--- src/rtl/viterbi_pkg.sv ---
// Shared constants and types for the convolutional encoder.
// K = constraint length, G0_DEF/G1_DEF = default generator polynomials
// (bit K-1 taps the newest input), enc_state_t = encoder frame FSM states.
package viterbi_pkg;

    localparam int unsigned K      = 3;
    localparam int unsigned SREG_W = K - 1;
    localparam int unsigned PAIR_W = 2;

    localparam logic [K-1:0] G0_DEF = 3'b111;
    localparam logic [K-1:0] G1_DEF = 3'b101;

    typedef enum logic [1:0] {
        IDLE = 2'd0,
        DATA = 2'd1,
        TAIL = 2'd2
    } enc_state_t;

endpackage

--- src/rtl/conv_enc_core.sv ---
// Combinational rate-1/2 parity core.
// Ports:
//   u        - information bit entering the register
//   s        - current shift state, s[1] = most recent bit
//   pair_c   - {G0 parity, G1 parity} for r = {u, s}
//   s_next_c - shift state after u is shifted in
module conv_enc_core
    import viterbi_pkg::*;
#(
    parameter logic [K-1:0] G0 = G0_DEF,
    parameter logic [K-1:0] G1 = G1_DEF
) (
    input  logic              u,
    input  logic [SREG_W-1:0] s,
    output logic [PAIR_W-1:0] pair_c,
    output logic [SREG_W-1:0] s_next_c
);

    logic [K-1:0] r;

    assign r        = {u, s};
    assign pair_c   = {^(r & G0), ^(r & G1)};
    // Drop the oldest bit; u becomes the new s[1].
    assign s_next_c = r[K-1:1];

endmodule

--- src/rtl/conv_encoder.sv ---
// Rate-1/2, K=3 convolutional encoder with valid/ready handshakes on both
// sides, a one-entry output register and a per-frame pair counter.
// Build option: define CONV_ENCODER_TAIL_EN to flush two zero tail bits after
// the last data bit; otherwise the last data pair ends the frame directly.
// Ports:
//   clk, rst_n              - clock, synchronous active-low reset
//   in_bit/in_valid/in_last - information bit input, in_ready = accept
//   tx_pair/out_valid/out_last - coded pair output, out_ready = downstream accept
//   pair_cnt                - pairs emitted in the current frame (saturating)
module conv_encoder
    import viterbi_pkg::*;
#(
    parameter logic [K-1:0] G0    = G0_DEF,
    parameter logic [K-1:0] G1    = G1_DEF,
    parameter int unsigned  CNT_W = 16
) (
    input  logic              clk,
    input  logic              rst_n,
    input  logic              in_bit,
    input  logic              in_valid,
    input  logic              in_last,
    output logic              in_ready,
    output logic [PAIR_W-1:0] tx_pair,
    output logic              out_valid,
    output logic              out_last,
    input  logic              out_ready,
    output logic [CNT_W-1:0]  pair_cnt
);

    enc_state_t        state_q, state_d;
    logic [SREG_W-1:0] s_q, s_d;
    logic [PAIR_W-1:0] pair_q, pair_d;
    logic              ov_q, ov_d;
    logic              ol_q, ol_d;
    logic [CNT_W-1:0]  cnt_q, cnt_d;
`ifdef CONV_ENCODER_TAIL_EN
    logic              tail_q, tail_d;   // 0: first tail pair next, 1: second
`endif

    logic              slot_free;
    logic              in_xfer;
    logic              core_u;
    logic [PAIR_W-1:0] core_pair;
    logic [SREG_W-1:0] core_s_next;
    logic [CNT_W-1:0]  cnt_inc;

    // Tail pairs always shift in zeros.
    assign core_u = (state_q == TAIL) ? 1'b0 : in_bit;

    conv_enc_core #(
        .G0 (G0),
        .G1 (G1)
    ) u_core (
        .u        (core_u),
        .s        (s_q),
        .pair_c   (core_pair),
        .s_next_c (core_s_next)
    );

    assign slot_free = !ov_q || out_ready;
    assign in_ready  = slot_free && (state_q != TAIL);
    assign in_xfer   = in_valid && in_ready;
    assign cnt_inc   = (cnt_q == '1) ? cnt_q : cnt_q + CNT_W'(1);

    // Next-state, datapath and output-register update.
    always_comb begin
        state_d = state_q;
        s_d     = s_q;
        pair_d  = pair_q;
        ov_d    = ov_q;
        ol_d    = ol_q;
        cnt_d   = cnt_q;
`ifdef CONV_ENCODER_TAIL_EN
        tail_d  = tail_q;
`endif

        // Pair consumed; a load below overrides this.
        if (ov_q && out_ready) begin
            ov_d = 1'b0;
            ol_d = 1'b0;
        end

        unique case (state_q)
            IDLE, DATA: begin
                if (in_xfer) begin
                    pair_d = core_pair;
                    ov_d   = 1'b1;
                    cnt_d  = (state_q == IDLE) ? CNT_W'(1) : cnt_inc;
                    s_d    = core_s_next;
                    ol_d   = 1'b0;
                    if (in_last) begin
`ifdef CONV_ENCODER_TAIL_EN
                        state_d = TAIL;
                        tail_d  = 1'b0;
`else
                        ol_d    = 1'b1;
                        s_d     = '0;
                        state_d = IDLE;
`endif
                    end else begin
                        state_d = DATA;
                    end
                end
            end
`ifdef CONV_ENCODER_TAIL_EN
            TAIL: begin
                if (slot_free) begin
                    pair_d = core_pair;
                    ov_d   = 1'b1;
                    cnt_d  = cnt_inc;
                    s_d    = core_s_next;
                    if (tail_q) begin
                        ol_d    = 1'b1;
                        s_d     = '0;
                        state_d = IDLE;
                    end else begin
                        ol_d    = 1'b0;
                        tail_d  = 1'b1;
                    end
                end
            end
`endif
            default: begin
                state_d = IDLE;
                s_d     = '0;
            end
        endcase
    end

    // State and output registers.
    always_ff @(posedge clk) begin
        if (!rst_n) begin
            state_q <= IDLE;
            s_q     <= '0;
            pair_q  <= '0;
            ov_q    <= 1'b0;
            ol_q    <= 1'b0;
            cnt_q   <= '0;
`ifdef CONV_ENCODER_TAIL_EN
            tail_q  <= 1'b0;
`endif
        end else begin
            state_q <= state_d;
            s_q     <= s_d;
            pair_q  <= pair_d;
            ov_q    <= ov_d;
            ol_q    <= ol_d;
            cnt_q   <= cnt_d;
`ifdef CONV_ENCODER_TAIL_EN
            tail_q  <= tail_d;
`endif
        end
    end

    assign tx_pair   = pair_q;
    assign out_valid = ov_q;
    assign out_last  = ol_q;
    assign pair_cnt  = cnt_q;

endmodule

--- config.mk ---
export PLATFORM = sky130hd
export DESIGN_NAME = conv_encoder
export DESIGN_NICKNAME = d
export VERILOG_FILES = /design/src/rtl/viterbi_pkg.sv /design/src/rtl/conv_enc_core.sv /design/src/rtl/conv_encoder.sv
export SDC_FILE = /design/constraint.sdc
export NUM_CORES = 1
export LEC_CHECK = 0
export CAP_MARGIN = 40
export CORE_UTILIZATION = 50
export CTS_BUF_LIST = sky130_fd_sc_hd__clkbuf_16
export DETAILED_ROUTE_END_ITERATION = 10
export PLACE_DENSITY = 0.77
export RECOVER_POWER = 50
export SYNTH_ARGS = -nofsm -noshare
export SYNTH_HDL_FRONTEND = slang
export SYNTH_SLANG_ARGS = --single-unit
--- constraint.sdc ---
create_clock -name clk -period 2.37 [get_ports clk]
set_input_delay 0.474 -clock clk [delete_from_list [all_inputs] [get_ports clk]]
set_output_delay 0.474 -clock clk [all_outputs]
set_load 0.01 [all_outputs]
# Yosys cells after proc, flatten, opt, wreduce, memory -nomap -nowiden
# Cells that the tools add are included.
[totals]
reg_bits = 24
inputBits = 6
output_inout_bits = 21
elab_cells = 36
[classes]
add_sub_neg = 1
eq_ne = 5
muxes = 12
n_reduce_logical = 12
[ops]
columns = ["op", "n"]
rows = [
  ["$mux 16", 2],
  ["$add 16x1->16 const B", 1],
  ["$eq 16x16->1 const B", 1],
  ["$mux 1", 9],
  ["$reduce_xor 3->1", 2],
  ["$reduce_and 2->1", 2],
  ["$logic_and 1x1->1", 3],
  ["$reduce_and 3->1", 1],
  ["$eq 2x1->1 const B", 1],
  ["$eq 2x2->1 const B", 1],
  ["$logic_not 2->1", 1],
  ["$mux 2", 1],
  ["$ne 2x1->1 const B", 1],
  ["$ne 2x2->1 const B", 1],
  ["$reduce_or 2->1", 1],
  ["$logic_not 1->1", 1],
  ["$logic_or 1x1->1", 1],
]

# Logic depth before layout (Yosys ltp)
# Gate-level depths: netlist of the first run.
[logic_depth]
word_depth = 6
depth_mapped = 6
mapped_depth_nobuf = 5

# Hierarchy
# From an unflattened synthesis of the first run, not the netlist that was laid out.
[unflattened]
cells_unflattened = 158
area_unflattened_um2 = 1341.3
[by_module_without_submodules]
columns = ["module", "instances", "cells_each", "area_each_um2"]
rows = [
  ["conv_encoder", 1, 154, 1293.7],
  ["conv_enc_core", 1, 4, 47.5],
]

# Least setup slack after synthesis of the first run
# OpenSTA, ideal clock, no wires.
[synth_path]
path_type = "register -> register"
startpoint = "reg cnt_q[1], in the netlist pair_cnt[1]"
endpoint = "reg cnt_q[14], in the netlist pair_cnt[14]"
setup_time_ns = 0.120
arrival_time_ns = 1.731
slack_ns = 0.519
path_stages_with_launch = 7
n_path_buf = 1
path_cell_list = "dfxtp_1 > ha_1 > and3_1 > clkbuf_1 > nand2_1 > o311a_1 > o31a_1"
[synth_via]
elab_chain_cells = 3
elab_cells_between_ends = 6
cone_classes = "1 x add/sub; 2 x eq/ne; 2 x mux; 1 x reduce/logical"
[synth_rtl]
columns = ["element", "line_no", "source"]
rows = [
  ["start, declared", "conv_encoder.sv:35", "logic [CNT_W-1:0] cnt_q, cnt_d;"],
  ["start signal, assigned", "conv_encoder.sv:148", "cnt_q <= cnt_d;"],
  ["$add 16x1->16 / $eq 16x16->1 (equally long branches)", "conv_encoder.sv:63", "assign cnt_inc = (cnt_q == '1) ? cnt_q : cnt_q + CNT_W'(1);"],
  ["$mux 16 / $ne 2x1->1 (equally long branches)", "-", ""],
  ["$mux 16 / $reduce_and 3->1 (equally long branches)", "-", ""],
]
# Several ways; a longest one is shown, not always the timed one. The select of a mux whose other input is x is not followed.
# A chain may end at the register's enable or synchronous reset.

# Worst setup path after layout of the first run
[layout_path]
startpoint = "in out_ready"
endpoint = "out in_ready"
[layout_via]
elab_chain_cells = 2
[layout_rtl]
columns = ["element", "line_no", "source"]
rows = [
  ["start, declared", "conv_encoder.sv:26", "input logic out_ready,"],
  ["$logic_or 1x1->1", "conv_encoder.sv:60", "assign slot_free = !ov_q || out_ready;"],
  ["$logic_and 1x1->1", "conv_encoder.sv:61", "assign in_ready = slot_free && (state_q != TAIL);"],
  ["end, declared", "conv_encoder.sv:22", "output logic in_ready,"],
]
# No other way between the ends.

==> tab_implementation.tex, run 1 <==
\begin{tabular}{lr}
\hline
Metric & Value \\
\hline
\multicolumn{2}{l}{\textbf{Status}} \\
\quad Outcome & complete, no violations \\
\multicolumn{2}{l}{\textbf{Setup path}} \\
\quad Worst reg2reg endpoint & pair\_cnt[14] \\
\quad Crit path arrival time & 1.74 ns \\
\quad Startpoint of the lowest-slack register-to-register path & pair\_cnt[1] \\
\quad Crit start category & primary input \\
\quad Highest net fanout along the worst path & 8 \\
\quad Critical Path End Type & output port \\
\quad Critical path start-end classification & in -> out \\
\quad Cells on worst reg2reg path & 5 \\
\quad Endpoint required time on the critical path & 1.90 ns \\
\quad Setup slack of the most critical reg-to-reg path & 0.41 ns \\
\multicolumn{2}{l}{\textbf{STA}} \\
\quad RSZ-0062 raised after global routing & false \\
\quad Clock period minus worst slack & 2.21 ns \\
\quad Upper clock frequency limit & 452 MHz \\
\quad Worst max-slew margin expressed relative to the limit & 56.0\% \\
\quad Final setup fails & 0 \\
\quad Fin. max-slew vios & 0 \\
\quad Ratio of final minimum period to clock period & 93.5\% \\
\quad Hold violation total from the final report & 0 \\
\quad Worst Skew & 0.00270 ns \\
\quad Slew of the pin with the lowest slew margin & 0.659 ns \\
\quad Total negative slack for setup checks & 0 ns \\
\multicolumn{2}{l}{\textbf{Clock tree}} \\
\quad CTS Hold Bufs & 0 \\
\quad Number of gates resized after cts & 0 \\
\quad Clock slew at the register clock pins of the worst setup and hold paths & 0.06 ns \\
\quad CTS tree & built \\
\quad Number of buffers inserted to repair setup after CTS & 0 \\
\quad Number of sinks driven by the clock tree & 23 \\
\quad Buffers from clock root to sink, at most & 2 \\
\quad Clock root buffer master & sky130\_fd\_sc\_hd\_\_clkbuf\_16 \\
\quad Inserted Clock Buffers & 3 \\
\quad Clock H-tree levels & 1 \\
\quad Source-to-sink clock delay at the later pin of the worst-skew pair & 0.26 ns \\
\multicolumn{2}{l}{\textbf{Route}} \\
\quad Total Routed Length & 3500 µm \\
\quad Antenna Nets Post-Route & 0 \\
\quad Total via count after detailed routing & 1319 \\
\quad Total length of routed met3 wires & 201 µm \\
\quad Avg WL per Cell & 17.1 µm \\
\quad DRC viols & 0 \\
\quad DR pass1 iterations & 4 \\
\quad Topmost layer with routed signal wires & met4 \\
\quad Met2 Wirelength & 1660 µm \\
\quad 1st-iter DRT viols & 35 \\
\quad Drt via density & 6.47 \\
\quad Met1 Wirelength & 1560 µm \\
\multicolumn{2}{l}{\textbf{Power and ir drop}} \\
\quad Portion of total power attributed to combinational logic & 9.3\% \\
\quad Final Total Pwr & 849 µW \\
\quad Internal power & 654 µW \\
\quad Net switching power & 194 µW \\
\quad Part of the total power dissipated in sequential elements & 48.0\% \\
\quad Switching Fraction & 22.9\% \\
\quad Clock power share & 42.7\% \\
\quad Leak Pwr & 0.604 nW \\
\quad Largest vdd supply drop & 0.000533 V \\
\quad Cell Pwr Density & 520 mW/mm² \\
\multicolumn{2}{l}{\textbf{Die}} \\
\quad Number of top-level pins & 27 \\
\quad Standard-cell row count & 17 \\
\quad Standard cell core area & 0.00230 mm² \\
\quad Horizontal die dimension & 52.3 µm \\
\quad Starting density of the core & 55.0\% \\
\quad Total Die Area & 0.00273 mm² \\
\quad Die boundary height & 52.3 µm \\
\multicolumn{2}{l}{\textbf{Synth}} \\
\quad Cell variety after synth & 51 \\
\quad Commonest register cell after synthesis & sky130\_fd\_sc\_hd\_\_dfxtp\_1 \\
\quad Synth Area per Inst & 8.42 µm² \\
\quad Number of cells produced by synthesis & 150 \\
\quad Area share of the largest cell type after synthesis & 36.5\% \\
\quad Flip-flop and latch count after synthesis & 23 \\
\quad Post-synth EDFFs & 0 \\
\quad Cells taking the most area after synthesis & sky130\_fd\_sc\_hd\_\_dfxtp\_1 (36\%), sky130\_fd\_sc\_hd\_\_nand2\_1 (6.5\%), sky130\_fd\_sc\_hd\_\_a21oi\_1 (3.2\%), sky130\_fd\_sc\_hd\_\_nand3\_1 (3.2\%), sky130\_fd\_sc\_hd\_\_o31a\_1 (2.8\%) \\
\quad Number of warnings reported in the yosys synthesis log & 0 \\
\quad Fraction of the yosys area taken by sequential cells & 36.5\% \\
\quad Mapped cell area & 0.00126 mm² \\
\quad Synthesized net count & 157 \\
\quad Cell taking the most area after synthesis & sky130\_fd\_sc\_hd\_\_dfxtp\_1 \\
\quad Async SR Flop Fraction & 0\% \\
\multicolumn{2}{l}{\textbf{Global route}} \\
\quad Total routing usage reported by global routing & 29.0\% \\
\quad GRT overflow & 0 \\
\quad Antenna violations before repair & 0 \\
\quad Global-route wire length before repair & 5710 µm \\
\quad Pin count of the biggest net entering global routing & 17 \\
\quad Number of global-route vias before repair & 1241 \\
\multicolumn{2}{l}{\textbf{Flow run}} \\
\quad Max\_cap viols & 0 \\
\multicolumn{2}{l}{\textbf{Cells and area}} \\
\quad Fraction of final layout cells with drive strength greater than 1 & 7.95\% \\
\quad Filler Cell Count & 185 \\
\quad Area used by sequential logic in the layout & 460 µm² \\
\quad Net count reported at finish & 184 \\
\quad Area grow syn2layout & 29.2\% \\
\quad Area of the multi-input gates & 748 µm² \\
\quad Diode insertion count for antenna repair & 0 \\
\multicolumn{2}{l}{\textbf{Placement}} \\
\quad Quantity of I/O buffers inserted on ports & 26 \\
\quad Final RePlAce weighted congestion & 0.850 \\
\quad Sum of net half-perimeters after detailed placement & 2390 µm \\
\multicolumn{2}{l}{\textbf{Min path}} \\
\quad Hold Crit Depth & 2 \\
\quad Worst hold start & out\_last \\
\quad Destination of the worst hold path & out\_last \\
\quad Worst hold path type & reg -> reg \\
\hline
\end{tabular}
[registers in the layout (all words and copies together) (netlist names)]
signal / flops
out_valid: 1
pair_cnt: 16
tx_pair: 2
out_last: 1
s_q: 2
state_q: 1
[Yosys cell counts (2+ instances only)]
library cell / number
sky130_fd_sc_hd__dfxtp_1: 23
sky130_fd_sc_hd__o211ai_1: 3
sky130_fd_sc_hd__xor2_1: 2
sky130_fd_sc_hd__or4_1: 3
sky130_fd_sc_hd__nor2_1: 6
sky130_fd_sc_hd__a211oi_1: 2
sky130_fd_sc_hd__o31a_1: 4
sky130_fd_sc_hd__o311a_1: 2
sky130_fd_sc_hd__a21oi_1: 8
sky130_fd_sc_hd__nor3_1: 3
sky130_fd_sc_hd__a31oi_1: 4
sky130_fd_sc_hd__and2_1: 2
sky130_fd_sc_hd__nand3_1: 8
sky130_fd_sc_hd__and4_1: 2
sky130_fd_sc_hd__nor4_1: 4
sky130_fd_sc_hd__clkbuf_1: 7
sky130_fd_sc_hd__nand3b_1: 3
sky130_fd_sc_hd__o21ai_0: 2
sky130_fd_sc_hd__a32oi_1: 2
sky130_fd_sc_hd__nand2_1: 22
sky130_fd_sc_hd__inv_1: 6
sky130_fd_sc_hd__nand4_1: 3
[cell type report]
class / count / area share (%)
clock buffer: 3 / 4.60
clock inverter: 1 / 0.230
inverter: 6 / 1.38
multi-input combinational: 113 / 45.9
sequential: 23 / 28.2
tap: 28 / 2.15
timing repair buffer: 30 / 17.6
[worst max-delay path, cell delays in order]
cell                              delay [ns]
sky130_fd_sc_hd__clkdlybuf4s50_1        0.45
sky130_fd_sc_hd__nand2b_1               0.24
sky130_fd_sc_hd__clkdlybuf4s50_1        0.58
[power groups by stage]
stage / logic [mW] / clock network, mW / registers, mW
CTS: 0.0815 / 0.367 / 0.407
floorplan: 0.0411 / 0 / 0.413
global placement: 0.0794 / 0 / 0.415
global route: 0.0860 / 0.387 / 0.408
finish: 0.0793 / 0.362 / 0.407
detailed placement: 0.0804 / 0 / 0.415
[worst max path at each step]
stage                      from           end  cells past startpoint
CTS                   out_ready      in_ready                      3
floorplan           pair_cnt[1]  pair_cnt[14]                      6
detailed placement    out_ready  pair_cnt[10]                      5
global route          out_ready      in_ready                      3
global placement      out_ready  pair_cnt[14]                      5
finish                out_ready      in_ready                      3
[logic make-up (layout without fill, tap and decap cells)]
logic type,count (synthesis),count (layout),synth area share [%]
AND/OR/NAND/NOR,68,68,31.7
AO/OA/AOI/OAI,41,41,24.4
flip-flops,23,23,36.5
buffers and inverters,14,40,4.26
XOR/XNOR,2,2,1.39
adder cells (fa/ha/maj),1,1,0.991
multiplexers,1,1,0.793
[metal layers]
layer	track usage, %	up-vias
met3	5.51	6
met4	14.5	0
li1	-	631
met1	33.9	634
met2	50.0	48
met5	0	-
[cells in the final DEF (no fill, tap or decap), drive strengths merged, types with 2 or more instances in the layout]
cell           instances
a31oi                  4
nor2                   6
clkdlybuf4s50          8
a21oi                  8
o21ai                  3
and3                   2
a32oi                  2
or3                    2
clkbuf                 4
o31a                   5
inv                    7
buf                    3
and2                   2
dlygate4sd3           18
nand3b                 3
o311a                  2
nand3                  9
nor4                   5
nand2                 22
nand4                  4
xor2                   2
and4                   2
dfxtp                 23
o211ai                 3
nor3                   3
a211oi                 2
or4                    4
[stage by stage]
stage | worst slack, ns | area, µm² | util (%) | hold WS [ns] | instances
final | 0.155 | 1630 | 71.0 | 0.459 | 204
after global routing | 0.116 | 1630 | 71.0 | 0.496 | 204
after CTS | 0.166 | 1640 | 71.2 | 0.462 | 204
after detailed placement | 0.112 | 1560 | 67.8 | 0.454 | 200
after global placement | 0.173 | 1560 | 67.8 | 0.440 | 200
after floorplan | 0.519 | 1260 | - | 0.444 | 150
No activity file was read; power rests on OpenSTA's default activity.
==> run 2: changes to the inputs <==
CAP_MARGIN = 20   (was 40)
==> results of run 2 <==
Same layout as run 1: the final DEF is identical, and so are final timing and power.
